## src/rtl/pe_pkg.sv

```systemverilog
// pe_pkg: shared types and constants for the PE operand feeder.
//   feeder_state_t : feeder sequencer states
//   *_DEF          : default parameter values
//   TAP_W          : tap index width for the default kernel size
//   tap_width()    : tap index width for an arbitrary kernel size
package pe_pkg;

  localparam int DATA_WIDTH_DEF  = 16;
  localparam int KERNEL_SIZE_DEF = 9;
  localparam int WIN_CNT_W_DEF   = 16;
  localparam int TAP_W           = $clog2(KERNEL_SIZE_DEF);

  typedef enum logic [1:0] {
    ST_IDLE   = 2'd0,
    ST_LOAD   = 2'd1,
    ST_STREAM = 2'd2,
    ST_DRAIN  = 2'd3
  } feeder_state_t;

  // Kernel sizes are at least 2, so $clog2 never collapses to zero here;
  // the floor of 1 just keeps vector declarations legal.
  function automatic int tap_width(input int k);
    return (k > 2) ? $clog2(k) : 1;
  endfunction

endpackage

```

## src/rtl/pe_operand_feeder_if.sv

```systemverilog
// pe_operand_feeder_if: job control, filter/ifmap input streams and PE-side
// operand bus of the operand feeder, bundled in one interface.
//   master : the feeder (receives job/streams/PE status, drives operands)
//   slave  : the surrounding environment (host side and PE side)
interface pe_operand_feeder_if #(
  parameter int DATA_WIDTH = 16,
  parameter int WIN_CNT_W  = 16
);

  logic                  start;
  logic [WIN_CNT_W-1:0]  num_windows;
  logic [DATA_WIDTH-1:0] bias;
  logic                  fltr_in_valid;
  logic                  fltr_in_ready;
  logic [DATA_WIDTH-1:0] fltr_in_data;
  logic                  ifmap_in_valid;
  logic                  ifmap_in_ready;
  logic [DATA_WIDTH-1:0] ifmap_in_data;
  logic                  pe_ready;
  logic                  pe_valid;
  logic                  pe_en;
  logic [DATA_WIDTH-1:0] ifmap_data_M2P;
  logic [DATA_WIDTH-1:0] fltr_data_M2P;
  logic [DATA_WIDTH-1:0] psum_data_M2P;
  logic                  pe_first;
  logic                  pe_last;
  logic                  busy;
  logic                  done;

  modport master (
    input  start, num_windows, bias,
    input  fltr_in_valid, fltr_in_data,
    input  ifmap_in_valid, ifmap_in_data,
    input  pe_ready, pe_valid,
    output fltr_in_ready, ifmap_in_ready,
    output pe_en, ifmap_data_M2P, fltr_data_M2P, psum_data_M2P,
    output pe_first, pe_last, busy, done
  );

  modport slave (
    output start, num_windows, bias,
    output fltr_in_valid, fltr_in_data,
    output ifmap_in_valid, ifmap_in_data,
    output pe_ready, pe_valid,
    input  fltr_in_ready, ifmap_in_ready,
    input  pe_en, ifmap_data_M2P, fltr_data_M2P, psum_data_M2P,
    input  pe_first, pe_last, busy, done
  );

endinterface

```

## src/rtl/pe_fltr_rf.sv

```systemverilog
// pe_fltr_rf: DEPTH x DATA_WIDTH filter register file.
//   clk   : write clock
//   we    : write enable
//   waddr : write address (tap index)
//   wdata : write data
//   raddr : read address (tap index), asynchronous read
//   rdata : read data
// Contents are deliberately not reset; every job reloads all taps.
module pe_fltr_rf #(
  parameter int DATA_WIDTH = 16,
  parameter int DEPTH      = 9,
  parameter int ADDR_W     = 4
) (
  input  logic                  clk,
  input  logic                  we,
  input  logic [ADDR_W-1:0]     waddr,
  input  logic [DATA_WIDTH-1:0] wdata,
  input  logic [ADDR_W-1:0]     raddr,
  output logic [DATA_WIDTH-1:0] rdata
);

  logic [DATA_WIDTH-1:0] fltr_mem [DEPTH];

  always_ff @(posedge clk) begin
    if (we) fltr_mem[waddr] <= wdata;
  end

  assign rdata = fltr_mem[raddr];

endmodule

```

## src/rtl/pe_operand_feeder.sv

```systemverilog
// pe_operand_feeder: loads a KERNEL_SIZE-tap filter, then streams ifmap
// words to the PE paired with the stored weights, injecting the bias as
// the psum of tap 0. Finished windows are counted from pe_valid and a
// one-cycle done pulse closes the job.
//   clk  : clock, rising edge
//   rstn : asynchronous active-low reset
//   bus  : job control, filter/ifmap streams, PE operand bus (master)
module pe_operand_feeder
  import pe_pkg::*;
#(
  parameter int DATA_WIDTH  = DATA_WIDTH_DEF,
  parameter int KERNEL_SIZE = KERNEL_SIZE_DEF,
  parameter int WIN_CNT_W   = WIN_CNT_W_DEF
) (
  input  logic                clk,
  input  logic                rstn,
  pe_operand_feeder_if.master bus
);

  localparam int                 TAP_BITS = tap_width(KERNEL_SIZE);
  localparam logic [TAP_BITS-1:0] LAST_TAP = TAP_BITS'(KERNEL_SIZE - 1);

  feeder_state_t         state_q,    state_d;
  logic [TAP_BITS-1:0]   ld_idx_q,   ld_idx_d;
  logic [TAP_BITS-1:0]   tap_q,      tap_d;
  logic [WIN_CNT_W-1:0]  win_sent_q, win_sent_d;
  logic [WIN_CNT_W-1:0]  win_done_q, win_done_d;
  logic [WIN_CNT_W-1:0]  num_win_q,  num_win_d;
  logic [DATA_WIDTH-1:0] bias_q,     bias_d;
  logic [DATA_WIDTH-1:0] ifmap_q,    ifmap_d;
  logic [DATA_WIDTH-1:0] fltr_q,     fltr_d;
  logic [DATA_WIDTH-1:0] psum_q,     psum_d;
  logic                  pe_en_q,    pe_en_d;
  logic                  first_q,    first_d;
  logic                  last_q,     last_d;
  logic                  done_q,     done_d;

  logic                  fltr_acc;
  logic                  ifmap_rdy;
  logic                  ifmap_acc;
  logic                  cnt_valid;
  logic [WIN_CNT_W-1:0]  win_done_inc;
  logic [WIN_CNT_W-1:0]  win_sent_inc;
  logic [DATA_WIDTH-1:0] tap_weight;

  assign fltr_acc  = (state_q == ST_LOAD) && bus.fltr_in_valid;
  assign ifmap_rdy = (state_q == ST_STREAM) && bus.pe_ready;
  assign ifmap_acc = ifmap_rdy && bus.ifmap_in_valid;

  // The incremented window-done count is used for both the register update
  // and the DRAIN exit test, so a pe_valid landing on the final ifmap accept
  // (or on the last DRAIN cycle) is never lost to the state change.
  assign cnt_valid    = bus.pe_valid && ((state_q == ST_STREAM) || (state_q == ST_DRAIN));
  assign win_done_inc = win_done_q + {{(WIN_CNT_W-1){1'b0}}, cnt_valid};
  assign win_sent_inc = win_sent_q + {{(WIN_CNT_W-1){1'b0}}, 1'b1};

  pe_fltr_rf #(
    .DATA_WIDTH (DATA_WIDTH),
    .DEPTH      (KERNEL_SIZE),
    .ADDR_W     (TAP_BITS)
  ) u_fltr_rf (
    .clk   (clk),
    .we    (fltr_acc),
    .waddr (ld_idx_q),
    .wdata (bus.fltr_in_data),
    .raddr (tap_q),
    .rdata (tap_weight)
  );

  always_comb begin
    state_d    = state_q;
    ld_idx_d   = ld_idx_q;
    tap_d      = tap_q;
    win_sent_d = win_sent_q;
    win_done_d = win_done_inc;
    num_win_d  = num_win_q;
    bias_d     = bias_q;
    ifmap_d    = ifmap_q;
    fltr_d     = fltr_q;
    psum_d     = psum_q;
    first_d    = first_q;
    last_d     = last_q;
    pe_en_d    = 1'b0;
    done_d     = 1'b0;

    case (state_q)
      ST_IDLE: begin
        if (bus.start) begin
          if (bus.num_windows == '0) begin
            done_d = 1'b1;
          end else begin
            state_d   = ST_LOAD;
            num_win_d = bus.num_windows;
            bias_d    = bus.bias;
            ld_idx_d  = '0;
          end
        end
      end

      ST_LOAD: begin
        if (fltr_acc) begin
          if (ld_idx_q == LAST_TAP) begin
            ld_idx_d = '0;
            tap_d    = '0;
            state_d  = ST_STREAM;
          end else begin
            ld_idx_d = ld_idx_q + 1'b1;
          end
        end
      end

      ST_STREAM: begin
        if (ifmap_acc) begin
          pe_en_d = 1'b1;
          ifmap_d = bus.ifmap_in_data;
          fltr_d  = tap_weight;
          psum_d  = (tap_q == '0) ? bias_q : '0;
          first_d = (tap_q == '0);
          last_d  = (tap_q == LAST_TAP);
          if (tap_q == LAST_TAP) begin
            tap_d      = '0;
            win_sent_d = win_sent_inc;
            if (win_sent_inc == num_win_q) state_d = ST_DRAIN;
          end else begin
            tap_d = tap_q + 1'b1;
          end
        end
      end

      ST_DRAIN: begin
        if (win_done_inc == num_win_q) begin
          done_d     = 1'b1;
          state_d    = ST_IDLE;
          tap_d      = '0;
          win_sent_d = '0;
          win_done_d = '0;
        end
      end

      default: state_d = ST_IDLE;
    endcase
  end

  always_ff @(posedge clk or negedge rstn) begin
    if (!rstn) begin
      state_q    <= ST_IDLE;
      ld_idx_q   <= '0;
      tap_q      <= '0;
      win_sent_q <= '0;
      win_done_q <= '0;
      num_win_q  <= '0;
      bias_q     <= '0;
      ifmap_q    <= '0;
      fltr_q     <= '0;
      psum_q     <= '0;
      pe_en_q    <= 1'b0;
      first_q    <= 1'b0;
      last_q     <= 1'b0;
      done_q     <= 1'b0;
    end else begin
      state_q    <= state_d;
      ld_idx_q   <= ld_idx_d;
      tap_q      <= tap_d;
      win_sent_q <= win_sent_d;
      win_done_q <= win_done_d;
      num_win_q  <= num_win_d;
      bias_q     <= bias_d;
      ifmap_q    <= ifmap_d;
      fltr_q     <= fltr_d;
      psum_q     <= psum_d;
      pe_en_q    <= pe_en_d;
      first_q    <= first_d;
      last_q     <= last_d;
      done_q     <= done_d;
    end
  end

  assign bus.fltr_in_ready  = (state_q == ST_LOAD);
  assign bus.ifmap_in_ready = ifmap_rdy;
  assign bus.pe_en          = pe_en_q;
  assign bus.ifmap_data_M2P = ifmap_q;
  assign bus.fltr_data_M2P  = fltr_q;
  assign bus.psum_data_M2P  = psum_q;
  assign bus.pe_first       = first_q;
  assign bus.pe_last        = last_q;
  assign bus.busy           = (state_q != ST_IDLE);
  assign bus.done           = done_q;

endmodule

```

## src/flat_wrapper.sv

```systemverilog
// flat-port wrapper written by rule: the top's interface ports become plain ports
module pe_operand_feeder_flat import pe_pkg::*;
#(
  parameter int DATA_WIDTH  = DATA_WIDTH_DEF,
  parameter int KERNEL_SIZE = KERNEL_SIZE_DEF,
  parameter int WIN_CNT_W   = WIN_CNT_W_DEF
)
  (clk, rstn, bus_start, bus_num_windows, bus_bias, bus_fltr_in_valid, bus_fltr_in_data, bus_ifmap_in_valid, bus_ifmap_in_data, bus_pe_ready, bus_pe_valid, bus_fltr_in_ready, bus_ifmap_in_ready, bus_pe_en, bus_ifmap_data_M2P, bus_fltr_data_M2P, bus_psum_data_M2P, bus_pe_first, bus_pe_last, bus_busy, bus_done);
  pe_operand_feeder_if #(.DATA_WIDTH(DATA_WIDTH), .WIN_CNT_W(WIN_CNT_W)) bus_i ();
  input  logic clk;
  input  logic rstn;
  input wire logic [$bits(bus_i.start)-1:0] bus_start;
  input wire logic [$bits(bus_i.num_windows)-1:0] bus_num_windows;
  input wire logic [$bits(bus_i.bias)-1:0] bus_bias;
  input wire logic [$bits(bus_i.fltr_in_valid)-1:0] bus_fltr_in_valid;
  input wire logic [$bits(bus_i.fltr_in_data)-1:0] bus_fltr_in_data;
  input wire logic [$bits(bus_i.ifmap_in_valid)-1:0] bus_ifmap_in_valid;
  input wire logic [$bits(bus_i.ifmap_in_data)-1:0] bus_ifmap_in_data;
  input wire logic [$bits(bus_i.pe_ready)-1:0] bus_pe_ready;
  input wire logic [$bits(bus_i.pe_valid)-1:0] bus_pe_valid;
  output wire logic [$bits(bus_i.fltr_in_ready)-1:0] bus_fltr_in_ready;
  output wire logic [$bits(bus_i.ifmap_in_ready)-1:0] bus_ifmap_in_ready;
  output wire logic [$bits(bus_i.pe_en)-1:0] bus_pe_en;
  output wire logic [$bits(bus_i.ifmap_data_M2P)-1:0] bus_ifmap_data_M2P;
  output wire logic [$bits(bus_i.fltr_data_M2P)-1:0] bus_fltr_data_M2P;
  output wire logic [$bits(bus_i.psum_data_M2P)-1:0] bus_psum_data_M2P;
  output wire logic [$bits(bus_i.pe_first)-1:0] bus_pe_first;
  output wire logic [$bits(bus_i.pe_last)-1:0] bus_pe_last;
  output wire logic [$bits(bus_i.busy)-1:0] bus_busy;
  output wire logic [$bits(bus_i.done)-1:0] bus_done;
  assign bus_i.start = bus_start;
  assign bus_i.num_windows = bus_num_windows;
  assign bus_i.bias = bus_bias;
  assign bus_i.fltr_in_valid = bus_fltr_in_valid;
  assign bus_i.fltr_in_data = bus_fltr_in_data;
  assign bus_i.ifmap_in_valid = bus_ifmap_in_valid;
  assign bus_i.ifmap_in_data = bus_ifmap_in_data;
  assign bus_i.pe_ready = bus_pe_ready;
  assign bus_i.pe_valid = bus_pe_valid;
  assign bus_fltr_in_ready = bus_i.fltr_in_ready;
  assign bus_ifmap_in_ready = bus_i.ifmap_in_ready;
  assign bus_pe_en = bus_i.pe_en;
  assign bus_ifmap_data_M2P = bus_i.ifmap_data_M2P;
  assign bus_fltr_data_M2P = bus_i.fltr_data_M2P;
  assign bus_psum_data_M2P = bus_i.psum_data_M2P;
  assign bus_pe_first = bus_i.pe_first;
  assign bus_pe_last = bus_i.pe_last;
  assign bus_busy = bus_i.busy;
  assign bus_done = bus_i.done;
  pe_operand_feeder #(.DATA_WIDTH(DATA_WIDTH), .KERNEL_SIZE(KERNEL_SIZE), .WIN_CNT_W(WIN_CNT_W)) u_core (.clk(clk), .rstn(rstn), .bus(bus_i));
endmodule
```

## config.mk

```make
export PLATFORM = sky130hd
export DESIGN_NAME = pe_operand_feeder_flat
export DESIGN_NICKNAME = d
export VERILOG_FILES = /design/src/rtl/pe_pkg.sv /design/src/rtl/pe_operand_feeder_if.sv /design/src/rtl/pe_fltr_rf.sv /design/src/rtl/pe_operand_feeder.sv /design/src/flat_wrapper.sv
export SDC_FILE = /design/constraint.sdc
export NUM_CORES = 1
export LEC_CHECK = 0
export CAP_MARGIN = 20
export CELL_PAD_IN_SITES_DETAIL_PLACEMENT = 1
export CELL_PAD_IN_SITES_GLOBAL_PLACEMENT = 2
export CORE_MARGIN = 8
export CORE_UTILIZATION = 40
export DETAILED_ROUTE_END_ITERATION = 10
export PLACE_DENSITY = 0.81
export RECOVER_POWER = 50
export SETUP_SLACK_MARGIN = 0.02
export SYNTH_ARGS = -nofsm -noshare
export SYNTH_HDL_FRONTEND = slang
export SYNTH_SLANG_ARGS = --single-unit
export TNS_END_PERCENT = 50
```

## constraint.sdc

```tcl
create_clock -name clk -period 5.3 [get_ports clk]
set_clock_uncertainty 0.2 [all_clocks]
set_input_delay 1.59 -clock clk [delete_from_list [all_inputs] [get_ports clk]]
set_output_delay 1.59 -clock clk [all_outputs]
set_load 0.01 [all_outputs]
```

==> results.cfg <==
[logic_synthesis]
synth-main-ff-cell = sky130_fd_sc_hd__edfxtp_1
synth_area_leaders = sky130_fd_sc_hd__edfxtp_1 (36%), sky130_fd_sc_hd__dfrtp_1 (27%), sky130_fd_sc_hd__mux4_2 (6.1%), sky130_fd_sc_hd__mux2_2 (3.0%), sky130_fd_sc_hd__nand2_1 (2.9%)
synth-seq-cells = 270
count_of_mapped_cells_out_of_synthesis = 878
synth_sequential_area_ratio = 0.629
yosys_warnings = 0
yosys.area.top_type_share = 0.364
synth_cell_types = 66
syn-mean-instance-area_um2 = 13.5
synth_nets = 964
ys_async_sr_fraction = 0.467
post-synth-top-area-cell = sky130_fd_sc_hd__edfxtp_1
synth_enable_flop_cells = 144
mappedNetlistArea_um2 = 11900

[clock_tree]
tritoncts_clock_tree = done
clkLatencyLatePin_ns = 0.56
clkSlewWorstSetupHoldPaths_ns = 0.06
tritoncts.num_buffers = 28
clk_root_buf = sky130_fd_sc_hd__clkbuf_16
postCtsHoldBufs = 0
clock_path_buffers = 3
post_cts.repair.setup_buffers = 0
ctsHtreeMaxLevel = 1
cts.sinks = 270
cts_resized = 0

[worst_setup_path]
critical-path-max-stage-delay_ns = 0.46
worst-endpoint-arrival_ns = 4.99
crit-reg2reg-capture = u_core.win_sent_q[11]$_DFFE_PN0P_
worst_r2r_path_depth = 13
chain_of_cells_forming_the_critical_path = clkdlybuf4s50_1 -> o21a_1 -> ha_1 -> ha_1 -> nand3_2 -> mux2i_1 -> a2111oi_0 -> o2111ai_1 -> nor4_4 -> a21oi_2 -> or2_1 -> a221o_1
critPathRequiredTime_ns = 5.52
worst-setup-path-type = input port to flop
rr_startpoint = u_core.state_q[0]$_DFFE_PN0P_
ff2ff_setup_slack_ns = 1.00
critical_path.startpoint_type = input port
cp_common_cell = sky130_fd_sc_hd__ha_1
worst_path_cell_with_the_longest_stage_delay = sky130_fd_sc_hd__clkdlybuf4s50_1
endpoint_kind = flop
cp_max_fo = 7

[timing]
grt_setup_unrepaired = false
final-max-slew-violation-count = 96
final_hold_viol_count = 0
maxClockFrequency_mhz = 210
setup_viol_count_final = 0
setup-tns-final_ns = 0
final_period_minus_worst_setup_slack_ns = 4.77
layout_worst_path_cycle_share = 0.901
fin_ws_ns = 0.527
slew-limit-headroom = -0.746
tightestPinTransition_ns = 2.62

[final_layout]
final_util = 0.491
finish.net_count = 1088
final.fill_count = 2988
final_layout_size_suffix_gt1_frac = 0.141
n_antenna_cell = 0
area_delta_synth_final_pct = 21.8
count_of_placed_standard_cells_in_the_final_layout_fillers_left_out = 1413

[drt]
drt_first_iter_violations = 425
drtPass1Iterations = 4
route.vias.total = 7531
post_drt_wl_per_cell_um = 20.9
route.final.wire_length_um = 29500
drc_violation_count_after_routing = 0
vias_per_cell = 5.33
drtAntennaViolNets = 0

[flow_run]
timing.max_cap.violations = 1

[pwr]
p_per_area_nw_per_um2 = 508
power.static_leakage_uw = 0.00540
power.ir.vdd_worst_uv = 297

[die]
dieWidth_um = 188
start_util = 0.403
chipHeight_um = 188
fp-row-count = 63
floorplan.die_area_um2 = 35500
core_area_um2 = 29500
io-pin-count = 126

[global_routing]
first_global_vias = 8165
grt_max_degree = 96
number_of_antenna_violations_at_the_first_check_in_global_routing = 2
grt_remaining_overflow = 0
grt_usage = 0.165
grt_first_pass_wirelength_um = 47100

[status]
violations = capacitance limit, slew limit
outcome = finished with violations

[place]
placed_cells = 1362
detailed_place_hpwl_um = 19200
place.port_buffers = 125
dpl_worst_slack_ns = 0.0304
gp_weighted_congestion = 0.782

[hold_path]
hold_path.startpoint = u_core.bus.ifmap_data_M2P[10]$_DFFE_PN0P_
min_path_cells = 2
hold-path-endpoint = u_core.bus.ifmap_data_M2P[10]$_DFFE_PN0P_
hold_path.class = flop to flop
[flip-flops by register name, summed over array words and instances, names as in the netlist, 2 cells and up]
register                   count
u_core.tap_q                   4
u_core.bus.ifmap_data_M2P     16
u_core.ld_idx_q                4
u_core.u_fltr_rf.fltr_mem    144
u_core.win_done_q             16
u_core.bus.fltr_data_M2P      16
u_core.num_win_q              16
u_core.win_sent_q             16
u_core.bias_q                 16
u_core.state_q                 2
u_core.bus.psum_data_M2P      16
[cell usage in the layout (no fill, tap or decap), types with 7 or more instances in the layout]
| cell | Yosys | routed |
|---|---|---|
| sky130_fd_sc_hd__edfxtp_1 | 144 | 144 |
| sky130_fd_sc_hd__inv_1 | 15 | 15 |
| sky130_fd_sc_hd__clkdlybuf4s50_1 | 0 | 107 |
| sky130_fd_sc_hd__dlygate4sd3_1 | 0 | 17 |
| sky130_fd_sc_hd__and3_1 | 11 | 11 |
| sky130_fd_sc_hd__xnor2_1 | 26 | 26 |
| sky130_fd_sc_hd__xor2_1 | 16 | 16 |
| sky130_fd_sc_hd__mux2_2 | 32 | 32 |
| sky130_fd_sc_hd__nor3_1 | 19 | 16 |
| sky130_fd_sc_hd__dfrtp_1 | 126 | 125 |
| sky130_fd_sc_hd__nor4_1 | 12 | 10 |
| sky130_fd_sc_hd__mux4_2 | 32 | 32 |
| sky130_fd_sc_hd__o21ai_0 | 33 | 33 |
| sky130_fd_sc_hd__a21oi_1 | 32 | 32 |
| sky130_fd_sc_hd__nand3_1 | 28 | 28 |
| sky130_fd_sc_hd__clkbuf_16 | 0 | 28 |
| sky130_fd_sc_hd__nand2_1 | 91 | 90 |
| sky130_fd_sc_hd__nor2_1 | 45 | 45 |
| sky130_fd_sc_hd__buf_4 | 3 | 19 |
| sky130_fd_sc_hd__clkinv_1 | 1 | 8 |
| sky130_fd_sc_hd__nand4_1 | 9 | 9 |
| sky130_fd_sc_hd__a22o_1 | 22 | 22 |
| sky130_fd_sc_hd__o2bb2ai_1 | 9 | 9 |
| sky130_fd_sc_hd__ha_1 | 15 | 15 |
| sky130_fd_sc_hd__clkbuf_1 | 33 | 7 |
| sky130_fd_sc_hd__mux2i_1 | 23 | 23 |
[critical path, delay by kind of cell]
family | cells | cell delay [ns]
adders and majority gates | 2 | 0.52
muxes | 1 | 0.15
and+or+nand+nor | 3 | 0.88
AOI/OAI and AO/OA | 5 | 1.38
buffers and inverters | 1 | 0.46
[kinds of logic (layout without fill, tap and decap cells)]
family,count (synthesis),in the layout,synth area share
multiplexers,88,88,0.111
AND/OR/NAND/NOR,260,260,0.109
XOR/XNOR,45,45,0.0367
AO/OA/AOI/OAI,128,128,0.0728
buffers and inverters,72,217,0.0259
adder cells (fa/ha/maj),15,15,0.0158
flip-flops,270,270,0.629
[synthesized netlist by cell type (all sizes together), types with 2 or more instances]
library cell and instances:
or4 2, nand3 29, and3 12, edfxtp 144, a2111oi 2, nor4 13
a21boi 2, and4 6, nor4b 3, a22o 22, a21oi 33, a221o 3
nor2b 7, o211ai 2, xor2 16, and2 6, dfrtp 126, nor3b 3
a221oi 2, ha 15, xnor3 2, o21ai 34, or3 4, nand2b 6
nand2 91, mux4 32, clkbuf 34, nor2 45, xnor2 26, a21o 6
o2bb2ai 9, buf 21, nor3 19, o2111ai 2, mux2i 23, mux2 33
nand4 11, o21a 2, inv 16
[cell type report]
| class | instances | area [um^2] | share of cell area |
|---|---|---|---|
| repair buffers | 149 | 1410 | 0.0973 |
| well taps | 390 | 488 | 0.0337 |
| multi-input cells | 536 | 4160 | 0.287 |
| flip-flops and latches | 270 | 7480 | 0.516 |
| clock inverters | 18 | 149 | 0.0103 |
| inverters | 17 | 63.8 | 0.00441 |
| clock buffers | 33 | 739 | 0.0510 |
[stage by stage]
stage | hold WS (ns) | total power (uW) | cell area, um^2
finish | 0.272 | 7360 | 14500
global placement | 0.258 | 5440 | 13600
CTS | 0.277 | 7480 | 14500
detailed placement | 0.262 | 5520 | 13600
floorplan | 0.262 | 4540 | 11900
global route | 0.304 | 7810 | 14500
[routing by layer]
metal | vias up | global-route usage | wire, um
li1 | 3507 | - | -
met1 | 3861 | 0.213 | 12900
met2 | 114 | 0.290 | 14900
met3 | 45 | 0.0275 | 1060
met4 | 4 | 0.0361 | 568
met5 | - | 0 | 27
[worst max path at each step]
stage	cells after the start	startpoint	slack, ns	end
finish	12	bus_pe_valid	0.53	u_core.win_sent_q[11]$_DFFE_PN0P_
global route	12	bus_pe_valid	0.33	u_core.win_sent_q[11]$_DFFE_PN0P_
global placement	13	bus_pe_valid	0.13	u_core.win_sent_q[15]$_DFFE_PN0P_
detailed placement	13	bus_pe_valid	0.03	u_core.win_sent_q[15]$_DFFE_PN0P_
CTS	12	bus_pe_valid	0.54	u_core.win_sent_q[11]$_DFFE_PN0P_
floorplan	13	bus_pe_valid	0.92	u_core.win_sent_q[11]$_DFFE_PN0P_
[where the power goes]
group | total [uW] | switching, uW | internal (uW)
Combinational | 2380 | 1160 | 1230
Clock | 1930 | 835 | 1090
Sequential | 3050 | 401 | 2650
Total | 7360 | 2390 | 4970
(Power assumes the default switching activity.)
